==> src/rtl/load_align_unit.sv <==
// ---------------------------------------------------------------------------
// load_align_unit
//
// Sequential load aligner for the memory stage. It accepts one load request
// (byte address, log2 size, sign mode) and issues word-aligned N-bit reads to
// data memory. If the access crosses an N/8-byte boundary, it issues two reads.
// The unit merges the two words, shifts the addressed bytes down to bit 0,
// sign- or zero-extends them, and returns the result over a valid/ready
// handshake. Only one memory request is outstanding at a time.
//
// Parameters
//   N       data word width in bits (32 or 64)
//   ADDR_W  byte address width in bits
//
// Ports
//   clk, rst_n              clock, asynchronous active-low reset
//   reqValid/reqReady       load request handshake
//   reqAddr                 byte address of the load
//   reqWidth                log2 of byte count (0=B, 1=H, 2=W, 3=D)
//   reqSigned               1 = sign-extend, 0 = zero-extend
//   memReqValid/memReqReady memory read request handshake
//   memAddr                 word-aligned read address
//   memRValid/memRData      read data return
//   rspValid/rspReady       result handshake
//   rspData                 extended load result
//   rspSplit                result needed two memory reads
//   rspErr                  width larger than the data word; rspData is 0
// ---------------------------------------------------------------------------
module load_align_unit #(
    parameter int N      = 64,
    parameter int ADDR_W = 64
) (
    input  logic              clk,
    input  logic              rst_n,
    input  logic              reqValid,
    output logic              reqReady,
    input  logic [ADDR_W-1:0] reqAddr,
    input  logic [1:0]        reqWidth,
    input  logic              reqSigned,
    output logic              memReqValid,
    input  logic              memReqReady,
    output logic [ADDR_W-1:0] memAddr,
    input  logic              memRValid,
    input  logic [N-1:0]      memRData,
    output logic              rspValid,
    input  logic              rspReady,
    output logic [N-1:0]      rspData,
    output logic              rspSplit,
    output logic              rspErr
);

    localparam int B     = N / 8;
    localparam int OFF_W = $clog2(B);
    localparam logic [ADDR_W-1:0] ADDR_MASK = {ADDR_W{1'b1}} << OFF_W;

    typedef enum logic [2:0] {
        IDLE,
        REQ0,
        WAIT0,
        REQ1,
        WAIT1,
        RESP
    } state_t;

    state_t state, state_nxt;

    // Request attributes latched at acceptance
    logic [OFF_W-1:0]  off_q;
    logic [1:0]        width_q;
    logic              signed_q;
    logic              cross_q;

    // Datapath registers
    logic [ADDR_W-1:0] mem_addr_q;
    logic [N-1:0]      lo_q;
    logic [N-1:0]      rsp_data_q;
    logic              rsp_split_q;
    logic              rsp_err_q;

    logic [OFF_W-1:0]  req_off;
    logic              req_cross;
    logic              req_illegal;
    logic              accept;
    logic [N-1:0]      merged_word;

    // Shifts {hi,lo} down by the byte offset, keeps the low (8<<width) bits,
    // and fills the upper bits with the top kept bit (signed) or zeros.
    function automatic logic [N-1:0] align_extend(
        input logic [N-1:0]     hi,
        input logic [N-1:0]     lo,
        input logic [OFF_W-1:0] off,
        input logic [1:0]       width,
        input logic             sgn
    );
        logic [2*N-1:0] merged;
        logic [N-1:0]   res;
        logic           top;
        int             nbits;
        merged = {hi, lo} >> {off, 3'b000};
        res    = merged[N-1:0];
        nbits  = 8 << width;
        case (width)
            2'd0:    top = merged[7];
            2'd1:    top = merged[15];
            2'd2:    top = merged[31];
            default: top = merged[N-1];
        endcase
        if (nbits < N) begin
            for (int i = 0; i < N; i++) begin
                if (i >= nbits) res[i] = sgn & top;
            end
        end
        return res;
    endfunction

    // Request decode
    always_comb begin
        int req_bytes;
        req_bytes   = 1 << reqWidth;
        req_off     = reqAddr[OFF_W-1:0];
        req_illegal = (req_bytes > B);
        req_cross   = !req_illegal && ((int'(req_off) + req_bytes) > B);
    end

    assign accept = (state == IDLE) && reqValid;

    // A non-crossing access finishes in WAIT0 with hi = 0 and lo = the read
    // word. A crossing access finishes in WAIT1 with the stored lo word.
    assign merged_word = align_extend(cross_q ? memRData : '0,
                                      cross_q ? lo_q     : memRData,
                                      off_q, width_q, signed_q);

    // State register
    always_ff @(posedge clk or negedge rst_n) begin
        if (!rst_n) begin
            state <= IDLE;
        end else begin
            state <= state_nxt;
        end
    end

    // Next state and handshake outputs
    always_comb begin
        state_nxt   = state;
        reqReady    = 1'b0;
        memReqValid = 1'b0;
        rspValid    = 1'b0;
        case (state)
            IDLE: begin
                // Gated by rst_n so that reqReady stays low while reset is held
                reqReady = rst_n;
                if (reqValid) state_nxt = req_illegal ? RESP : REQ0;
            end
            REQ0: begin
                memReqValid = 1'b1;
                if (memReqReady) state_nxt = WAIT0;
            end
            WAIT0: begin
                if (memRValid) state_nxt = cross_q ? REQ1 : RESP;
            end
            REQ1: begin
                memReqValid = 1'b1;
                if (memReqReady) state_nxt = WAIT1;
            end
            WAIT1: begin
                if (memRValid) state_nxt = RESP;
            end
            RESP: begin
                rspValid = 1'b1;
                if (rspReady) state_nxt = IDLE;
            end
            default: state_nxt = IDLE;
        endcase
    end

    // Request latch, read capture and result registers
    always_ff @(posedge clk or negedge rst_n) begin
        if (!rst_n) begin
            off_q       <= '0;
            width_q     <= '0;
            signed_q    <= 1'b0;
            cross_q     <= 1'b0;
            mem_addr_q  <= '0;
            lo_q        <= '0;
            rsp_data_q  <= '0;
            rsp_split_q <= 1'b0;
            rsp_err_q   <= 1'b0;
        end else begin
            case (state)
                IDLE: begin
                    if (accept) begin
                        off_q    <= req_off;
                        width_q  <= reqWidth;
                        signed_q <= reqSigned;
                        cross_q  <= req_cross;
                        if (req_illegal) begin
                            rsp_data_q  <= '0;
                            rsp_split_q <= 1'b0;
                            rsp_err_q   <= 1'b1;
                        end else begin
                            mem_addr_q <= reqAddr & ADDR_MASK;
                        end
                    end
                end
                WAIT0: begin
                    if (memRValid) begin
                        lo_q <= memRData;
                        if (cross_q) begin
                            // Next word; wraps naturally at the top of memory
                            mem_addr_q <= mem_addr_q + ADDR_W'(B);
                        end else begin
                            rsp_data_q  <= merged_word;
                            rsp_split_q <= 1'b0;
                            rsp_err_q   <= 1'b0;
                        end
                    end
                end
                WAIT1: begin
                    if (memRValid) begin
                        rsp_data_q  <= merged_word;
                        rsp_split_q <= 1'b1;
                        rsp_err_q   <= 1'b0;
                    end
                end
                RESP: begin
                    if (rspReady) begin
                        rsp_data_q  <= '0;
                        rsp_split_q <= 1'b0;
                        rsp_err_q   <= 1'b0;
                    end
                end
                default: ;
            endcase
        end
    end

    assign memAddr  = mem_addr_q;
    assign rspData  = rsp_data_q;
    assign rspSplit = rsp_split_q;
    assign rspErr   = rsp_err_q;

endmodule

==> config.mk <==
export PLATFORM = sky130hd
export DESIGN_NAME = load_align_unit
export DESIGN_NICKNAME = d
export VERILOG_FILES = /design/src/rtl/load_align_unit.sv
export SDC_FILE = /design/constraint.sdc
export NUM_CORES = 1
export LEC_CHECK = 0
export ABC_AREA = 1
export CAP_MARGIN = 20
export CELL_PAD_IN_SITES_DETAIL_PLACEMENT = 1
export CELL_PAD_IN_SITES_GLOBAL_PLACEMENT = 1
export CORE_ASPECT_RATIO = 0.75
export CORE_MARGIN = 3
export CORE_UTILIZATION = 35
export DETAILED_ROUTE_END_ITERATION = 10
export DONT_BUFFER_PORTS = 1
export GPL_TIMING_DRIVEN = 1
export PLACE_DENSITY = 0.63
export SYNTH_ARGS = -nofsm -noshare
export SYNTH_HDL_FRONTEND = slang
export SYNTH_SLANG_ARGS = --single-unit
export TNS_END_PERCENT = 1
==> constraint.sdc <==
create_clock -name clk -period 3.3 [get_ports clk]
set_input_delay 0.495 -clock clk [delete_from_list [all_inputs] [get_ports clk]]
set_output_delay 0.495 -clock clk [all_outputs]
set_load 0.05 [all_outputs]
==> flow_summary.rst <==
.. list-table::
   :header-rows: 1

   * - Metric
     - Value
   * - Placement-stage worst setup slack
     - a little over 0.4 ns
   * - Placement Cell Area
     - 14,900 µm²
   * - Core area
     - 40,000 µm²
   * - Clk sinks
     - around 200
   * - Max IR drop VDD
     - 1.16 mV
   * - Slowest Stage Delay on Critical Path
     - 0.74 ns
   * - Cts repair resizes
     - 0
   * - Violations in the final reports
     - negative hold slack
   * - I/O pin total
     - 270
   * - Grt total ovfl
     - 0
   * - Vertical die dimension
     - 182 µm
   * - Unrepaired setup endpoints after global routing
     - no
   * - Achievable Freq
     - between 0.3 and 0.4 GHz
   * - Number of flops mapped to enable cells by yosys
     - 0
   * - # Max-Cap Violations
     - 0
   * - Worst slew margin relative to its limit
     - 37.0%
   * - Share of the clock period used by the worst path after layout
     - 90.9%
   * - Floorplan die area
     - 43,600 µm²
   * - Minimum setup slack in the final design
     - 0.300 ns
   * - Number of placement rows
     - 63
   * - Worst skew pair latency
     - 0.55 ns
   * - Share of cells above drive strength 1
     - under 10%
   * - Most common cell after layout, fill and taps aside
     - nand2_1
   * - Routability-driven placement congestion ratio
     - 1.00
   * - Buffers on Ports
     - 0
   * - ANT nets after route
     - 0
   * - Initial cell density of the core
     - a little over a third
   * - Worst Hold Class
     - in -> async
   * - Post-synth cell types
     - 48
   * - Final-stage net count
     - 2,308
   * - Critical path startpoint category
     - flop
   * - 1st-pass router iterations
     - 5
   * - Filler Cells Inserted
     - 5,221
   * - Setup TNS
     - 0 ns
   * - Gate count after technology mapping
     - 2,211
   * - Routed vias/inst
     - 5.62
   * - Reported leakage power
     - 7.38 nW
   * - Commonest cells after routing, fill and taps aside
     - nand2_1, o21ai_0, dfrtp_1
   * - Average routed wire per standard cell
     - around 24 µm
   * - Final number of hold-violating endpoints
     - 201
   * - Area growth from synthesis to layout
     - 9.34%
   * - CTS tree
     - built
   * - Via count of the routed design
     - 15,193
   * - Final design utilization
     - 39.3%
   * - Gr usage total
     - 28.7%
   * - Average instance area after synthesis
     - 6.51 µm²
   * - H-tree levels
     - 1
   * - Global-route wire length before repair
     - about 96,000 µm
   * - Count of synthesis-stage warnings from yosys
     - 0
   * - Path type of the worst setup path
     - reg -> reg
   * - Worst Tran Pin Value
     - around 0.95 ns
   * - Kind of end point of the critical path
     - flop
   * - Cell seen most often among critical-path stages
     - nand3_1
   * - Worst slack on hold paths
     - -0.356 ns
   * - Minimum clock period
     - 3.00 ns
   * - Post-CTS setup buffers
     - 0
   * - Drt initial violations
     - 1,242
   * - Async set or reset register ratio after synthesis
     - 100%
   * - Overall routed net length
     - about 64,000 µm
   * - Antenna violations before repair
     - 0
   * - Most used flip-flop cell after synthesis
     - dfrtp_1
   * - Crit path arrival time
     - 3.41 ns
   * - HPWL after detailed placement
     - 49,100 µm
   * - Fin Clk Skew
     - slightly below 0.01 ns
   * - Netlist area before placement
     - 14,400 µm²
   * - DRC
     - 0
   * - Required time of the worst setup path
     - 3.71 ns
   * - Standard cell with the maximum stage delay on the critical path
     - nor2_1
   * - Final setup vio count
     - 0
   * - Number of global-route vias before repair
     - 15,178
   * - Share of the yosys chip area belonging to registers
     - 35.0%
   * - Outcome
     - complete, but fails checks
   * - Post-route design area
     - 15,700 µm²
   * - Cell at the root of the clock tree
     - clkbuf_16
   * - DIE WIDTH
     - 240 µm
   * - Sequence of cells on the critical path
     - nand2_1 -> nor2_1 -> nand3_1 -> nor2_1 -> nand3_1 -> nand2_1 -> nand3_1 -> o211ai_1 -> o21ai_0
   * - Final max-slew violation count
     - 0
   * - Cts bufs inserted
     - 24
   * - Power density over cell area
     - approximately 1300 nW/µm²
   * - Register bit total from synthesis
     - roughly 200
   * - Worst-path fanout max
     - 5
   * - Maximum buffer depth of the clock tree
     - 3
   * - Antenna Diode Count
     - 0
   * - Reg clk slew, reported paths
     - about 0.06 ns
   * - Largest net degree at the start of global routing
     - 203
==> cells in the mapped netlist, types with 2 or more instances <==
master    instances  area share, %
nand2_2           5           0.22
a31oi_1          12           0.52
xnor2_1           3           0.18
nor3_1           35            1.2
or2_2            23            1.0
a22oi_1           4           0.21
nor2_1          159            4.1
o211ai_1         52            2.7
inv_1           164            4.3
o21a_1            7           0.37
nand4_1          23            1.0
o22ai_1          32            1.4
clkbuf_1         52            1.4
o21ai_1          11           0.38
buf_2            45            1.6
mux2i_1          10           0.70
nand3b_1          2           0.10
nand2_1         744             19
xor2_1           18            1.1
inv_2             5           0.13
a21oi_1          79            2.7
buf_6             7           0.55
nand3_1         162            5.6
dfrtp_1         201             35
mux2_2           17            1.3
o21ai_0         280            9.7
buf_1            12           0.31
ha_1              4           0.35
buf_4            24            1.3
==> critical path: cells and delay by family (launching register included) <==
kind	cells	cell delay, ns
AOI/OAI and AO/OA	2	0.24
and+or+nand+nor	7	1.92
DFF	1	0.71
==> metrics by stage <==
step	instances	total power, mW
after floorplan	2213	14.0
after global placement	2660	17.2
after detailed placement	2660	17.4
after CTS	2704	20.4
after global routing	2704	21.9
final	2704	20.4
==> routing by layer <==
metal	share of wire [%]	vias up	wire length [µm]	GRT usage (%)
met5	0	-	0	0
met4	1.7	0	1110	4.73
met3	8.2	52	5260	7.94
met2	42	429	27000	42.8
met1	48	7549	30800	42.0
li1	-	7163	-	-
==> kinds of logic (layout without fill, tap and decap cells) <==
family          after synthesis  count (layout)  share of synthesized area (%)
mux                          27              27                           2.03
flops                       201             201                           35.0
compound gates              483             483                           18.4
simple gates               1163            1163                           33.3
buf+inv                     310             281                           9.47
other cells                   1               3                         0.0261
xor+xnor                     21              21                           1.28
fa+ha+maj                     5               5                          0.487
==> report_power, final <==
part | leakage (nW) | switching (mW) | internal, mW
clock network | 0.395 | 1.19 | 1.71
logic | 4.43 | 7.65 | 3.06
registers | 2.55 | 3.17 | 3.61
total | 7.38 | 12.0 | 8.38
==> flip-flops by register name, indices dropped and copies added, names as in the netlist, 2 cells and up <==
register	count
lo_q	64
memAddr	61
off_q	3
rspData	64
state	3
width_q	2
==> path summary, 6_finish.rpt <==
check	startpoint	end	slack [ns]	cells past startpoint
setup / recovery	memAddr[14]	memAddr[49]	0.30	9
hold / removal	rst_n	lo_q[45]	-0.36	0
setup reg to reg	memAddr[14]	memAddr[49]	0.30	9
hold reg to reg	lo_q[29]	lo_q[29]	0.49	2
max in group asynchronous	rst_n	off_q[1]	3.32	0
min in group clk	reqSigned	signed_q	0.07	2
==> cell type report <==
type	count	area (µm²)	share of cell area (%)
clock buffer	32	692	4.40
timing repair buffer	67	553	3.52
inverter	170	638	4.06
sequential	201	5040	32.0
tap	520	651	4.14
multi-input combinational	1702	8010	50.9
clock inverter	12	150	0.955
Power figures use the tool's default switching activity.
